$ cat config.mk
export PLATFORM = sky130hd
export DESIGN_NAME = uart_rx
export DESIGN_NICKNAME = d
export VERILOG_FILES = /design/src/rtl/uart_rx.sv
export SDC_FILE = /design/constraint.sdc
export NUM_CORES = 1
export LEC_CHECK = 0
export CAP_MARGIN = 40
export CORE_MARGIN = 4
export CORE_UTILIZATION = 55
export CTS_CLUSTER_DIAMETER = 150
export DETAILED_ROUTE_END_ITERATION = 7
export PLACE_DENSITY_LB_ADDON = 0.12
export SLEW_MARGIN = 10
export SYNTH_ARGS = -nofsm -noshare
export SYNTH_HDL_FRONTEND = slang
export SYNTH_SLANG_ARGS = --single-unit
export TNS_END_PERCENT = 10
$ cat constraint.sdc
create_clock -name clk -period 4.15 [get_ports clk]
set_input_delay 0.415 -clock clk [delete_from_list [all_inputs] [get_ports clk]]
set_output_delay 0.415 -clock clk [all_outputs]
set_load 0.005 [all_outputs]
$ cat src/rtl/uart_rx.sv
// 8N1 UART receiver: 2-flop input synchronizer, start-bit validation at half a bit,
// centre sampling of data and stop bits, one-cycle data_valid / frame_err strobes.
module uart_rx #(
  parameter int CLKS_PER_BIT = 16,
  parameter int DATA_BITS    = 8
) (
  input  logic                 clk,
  input  logic                 reset,
  input  logic                 rx_in,
  output logic [DATA_BITS-1:0] data,
  output logic                 data_valid,
  output logic                 frame_err,
  output logic                 busy
);

  localparam int HALF = CLKS_PER_BIT / 2;
  localparam int CW   = $clog2(CLKS_PER_BIT);
  localparam int IW   = (DATA_BITS > 1) ? $clog2(DATA_BITS) : 1;

  localparam logic [CW-1:0] HALF_M1  = CW'(HALF - 1);
  localparam logic [CW-1:0] BIT_END  = CW'(CLKS_PER_BIT - 1);
  localparam logic [IW-1:0] LAST_IDX = IW'(DATA_BITS - 1);

  typedef enum logic [2:0] {
    IDLE      = 3'd0,
    START     = 3'd1,
    DATA      = 3'd2,
    STOP      = 3'd3,
    WAIT_HIGH = 3'd4
  } state_t;

  logic                 sync1_r;
  logic                 rx_s;
  state_t               state_r;
  state_t               state_s;
  logic [CW-1:0]        cnt_r;
  logic [CW-1:0]        cnt_s;
  logic [IW-1:0]        idx_r;
  logic [IW-1:0]        idx_s;
  logic [DATA_BITS-1:0] shift_r;
  logic [DATA_BITS-1:0] shift_s;
  logic [DATA_BITS:0]   shift_in_s;
  logic [DATA_BITS-1:0] data_r;
  logic [DATA_BITS-1:0] data_s;
  logic                 valid_r;
  logic                 valid_s;
  logic                 ferr_r;
  logic                 ferr_s;

  // New bits enter at the MSB end so the first (LSB) bit ends up in bit 0.
  assign shift_in_s = {rx_s, shift_r};

  // Synchronizer and all receiver state; the flops reset to the idle line level.
  always_ff @(posedge clk) begin
    if (!reset) begin
      sync1_r <= 1'b1;
      rx_s    <= 1'b1;
      state_r <= IDLE;
      cnt_r   <= '0;
      idx_r   <= '0;
      shift_r <= '0;
      data_r  <= '0;
      valid_r <= 1'b0;
      ferr_r  <= 1'b0;
    end else begin
      sync1_r <= rx_in;
      rx_s    <= sync1_r;
      state_r <= state_s;
      cnt_r   <= cnt_s;
      idx_r   <= idx_s;
      shift_r <= shift_s;
      data_r  <= data_s;
      valid_r <= valid_s;
      ferr_r  <= ferr_s;
    end
  end

  // Next-state, counters, shift register and strobe decode.
  always_comb begin
    state_s = state_r;
    cnt_s   = cnt_r;
    idx_s   = idx_r;
    shift_s = shift_r;
    data_s  = data_r;
    valid_s = 1'b0;
    ferr_s  = 1'b0;
    case (state_r)
      IDLE: begin
        cnt_s = '0;
        idx_s = '0;
        if (!rx_s) begin
          state_s = START;
        end else begin
          state_s = IDLE;
        end
      end
      START: begin
        if (cnt_r == HALF_M1) begin
          cnt_s = '0;
          idx_s = '0;
          if (!rx_s) begin
            state_s = DATA;
          end else begin
            state_s = IDLE;
          end
        end else begin
          cnt_s = cnt_r + CW'(1);
        end
      end
      DATA: begin
        if (cnt_r == BIT_END) begin
          cnt_s   = '0;
          shift_s = shift_in_s[DATA_BITS:1];
          if (idx_r == LAST_IDX) begin
            idx_s   = '0;
            state_s = STOP;
          end else begin
            idx_s = idx_r + IW'(1);
          end
        end else begin
          cnt_s = cnt_r + CW'(1);
        end
      end
      STOP: begin
        if (cnt_r == BIT_END) begin
          cnt_s = '0;
          if (rx_s) begin
            data_s  = shift_r;
            valid_s = 1'b1;
            state_s = IDLE;
          end else begin
            ferr_s  = 1'b1;
            state_s = WAIT_HIGH;
          end
        end else begin
          cnt_s = cnt_r + CW'(1);
        end
      end
      // A held-low (break) line must not be re-decoded as new frames.
      WAIT_HIGH: begin
        cnt_s = '0;
        if (rx_s) begin
          state_s = IDLE;
        end else begin
          state_s = WAIT_HIGH;
        end
      end
      default: begin
        state_s = IDLE;
        cnt_s   = '0;
        idx_s   = '0;
      end
    endcase
  end

  assign data       = data_r;
  assign data_valid = valid_r;
  assign frame_err  = ferr_r;
  assign busy       = (state_r != IDLE);

endmodule

==> flow_metrics.tcl <==
set metrics [dict create \
    outcome "completed" \
    grtUsageTotal_pct 15.7 \
    ys_types 33 \
    routed_via_density 5.48 \
    hold_buffers 0 \
    post_cts_buffers 0 \
    power.leakage_nw 0.515 \
    final_max_slew_viol_count 0 \
    drc 0 \
    cp.arrival_ps 1600 \
    synth_xor_xnor_area_share_pct 2.12 \
    clk_pin_slew_ps 90 \
    synthMuxAreaShare_pct 8.89 \
    synth_enable_flop_cells 0 \
    final_area_sq_um 1430 \
    busiest_layer "met2" \
    finalWirelength_mm 2.17 \
    place_congestion 0.723 \
    synth_compound_area_share_pct 9.19 \
    cp_max_fo 11 \
    worst_pin_slew_ps 854 \
    hp-class "reg -> reg" \
    met1_usage_pct 19.1 \
    avgSynthCellArea_sq_um 9.18 \
    relSlewSlack_pct 42.9 \
    synthSimpleGateAreaFrac_pct 23.0 \
    fmax_mhz 495 \
    finalNonFillerCells 172 \
    ir_drop_v 0.000366 \
    synth.area.top_cells "dfxtp_1, mux2i_1, nand3_1" \
    syn2layout_area_growth_pct 15.8 \
    cts_buffers 5 \
    setup_viol 0 \
    cts_root_buf "clkbuf_4" \
    final-hold-violation-count 0 \
    startpoint_type "flop" \
    synth_largest_area_cell "dfxtp_1" \
    dr.first_iter.drc_count 15 \
    synthAdderAreaFrac_pct 3.03 \
    rows 16 \
    grt_pass1_vias 826 \
    synth-seq-cells 30 \
    die_y_um 55.5 \
    coreArea_sq_um 2040 \
    fin_skew_ps 4.35 \
    portBuffers 13 \
    n_antenna_cell 0 \
    crit_type "reg -> out" \
    yosysSeqAreaShare_pct 48.5 \
    cts.sinks 30 \
    yosysTopAreaCellShare_pct 48.5 \
    routedWlPerCell_um 12.6 \
    drive_above_1_share_pct 6.90 \
    postSynthCellCount 135 \
    dr.pass1.iters 5 \
    clock_latency_ps 320 \
    min_period_over_period_pct 48.7 \
    htree_levels 2 \
    met3_usage_pct 7.23 \
    drv_cap 0 \
    syn_nets 141 \
    placed_cell_area_sq_um 1350 \
    num_vias 942 \
    die_x_um 55.5 \
    n_fill_cell 170 \
    start_util_pct 60.7 \
    drtAntennaViolNets 0 \
    ys_warn_count 0 \
    final.setup.tns_ps 0 \
    cts_buffer_depth 2 \
    cts.repair.resized 0 \
    nets 151 \
    grt_setup_unrepaired "false" \
    cp.required_ps 3730 \
    fin_ws_ps 2130 \
    pin_count 14 \
    synth-async-reset-ratio_pct 0 \
    place_inst 165 \
    synth_area_sq_um 1240 \
    grt_pass1_wl_mm 3.77 \
    grt_use_met2_pct 23.3 \
    power.density_nw_per_um2 473 \
    end_kind "primary output" \
    grt_overflow 0 \
    die-area_sq_um 3080 \
    hpwl_mm 1.52 \
    synth-main-ff-cell "dfxtp_1" \
    grt_max_degree 28 \
    grt_antenna_before_repair 0 \
    post-route-util_pct 70.2 \
    cts_tree "built" \
    place_ws_ps 1840 \
    final.min_clock_period_ps 2020 \
    synth_top_family_by_area "simple AND/OR/NAND/NOR gates" \
]
registers in the layout (all words and copies together), names as in the netlist:
name and cells:
frame_err 1, rx_s 1, idx_r 3, sync1_r 1
cnt_r 4, data 8, shift_r 8, data_valid 1
state_r 3
final timing paths:
kind,start,to,slack (ps),cells past startpoint
max,state_r[2],busy,2130,3
min,sync1_r,rx_s,410,1
max reg2reg,cnt_r[0],data[3],2330,5
min reg2reg,sync1_r,rx_s,410,1
cells in the mapped netlist (2+ instances only):
library cell,number
dfxtp_1,30
nor2_1,15
nand2_1,14
nand3_1,13
mux2i_1,11
o21ai_1,8
buf_2,4
clkbuf_1,4
inv_1,4
ha_1,3
nand2b_1,3
nor3_1,3
o21ai_0,2
xnor2_1,2
logic make-up after synthesis:
group                    after synthesis
AND/OR/NAND/NOR                       57
AO/OA/AOI/OAI                         17
XOR/XNOR                               3
adder cells (fa/ha/maj)                3
flip-flops                            30
multiplexers                          11
buffers and inverters                 14
critical path, stage by stage, from the launching register on:
cell and delay, ps:
dfxtp_1 580, nor2_1 110, nand2_1 90, clkdlybuf4s50_1 500
layout make-up:
class,count,area [sq um],share of cell area (%)
well taps,27,33.8,2.36
clock inverters,1,30.0,2.09
multi-input cells,91,573,40.0
flip-flops and latches,30,601,41.9
clock buffers,6,51.3,3.58
repair buffers,13,130,9.08
inverters,4,15.0,1.05
stage by stage:
stage          hold WS [ps]  total power [mW]
2_1_floorplan           386             0.424
3_3_place_gp            392             0.449
3_5_place_dp            400             0.452
4_1_cts                 418             0.685
5_1_grt                 450             0.716
6_report                410             0.678
power breakdown:
| part | switching, mW | internal, mW | total (mW) | leakage, nW |
|---|---|---|---|---|
| clock | 0.0916 | 0.140 | 0.232 | 0.0443 |
| combinational | 0.0624 | 0.0558 | 0.118 | 0.228 |
| sequential | 0.0249 | 0.303 | 0.328 | 0.243 |
| total | 0.179 | 0.499 | 0.678 | 0.515 |
cell usage in the layout (no fill, tap or decap):
master           netlist  final
nor4b_1                1      1
inv_1                  4      4
nand4_2                1      1
nand2b_1               3      3
xor2_1                 1      1
nor4_1                 1      1
nor3b_1                1      1
nor2_1                15     15
a221o_1                1      1
clkbuf_4               0      5
nor3_1                 3      3
or3_1                  1      1
o21ai_1                8      8
a21oi_1                1      1
a311o_1                1      1
clkbuf_8               0      1
nand3_1               13     13
nand2_1               14     14
dfxtp_1               30     30
a221oi_1               1      1
xnor2_1                2      2
o21ai_0                2      2
clkdlybuf4s50_1        0     13
o21a_1                 1      1
a22oi_1                1      1
and3_1                 1      1
a311oi_2               1      1
nand3b_1               1      1
mux2i_1               11     11
nor3_4                 1      1
ha_1                   3      3
nand4_1                1      1
bufinv_16              0      1
layer usage:
metal	up-vias	share of wire (%)
met5	-	0
met4	0	0.55
met3	2	5.1
met2	21	47
met1	433	48
li1	486	-
Note: power is estimated with default switching activity, not from simulation.
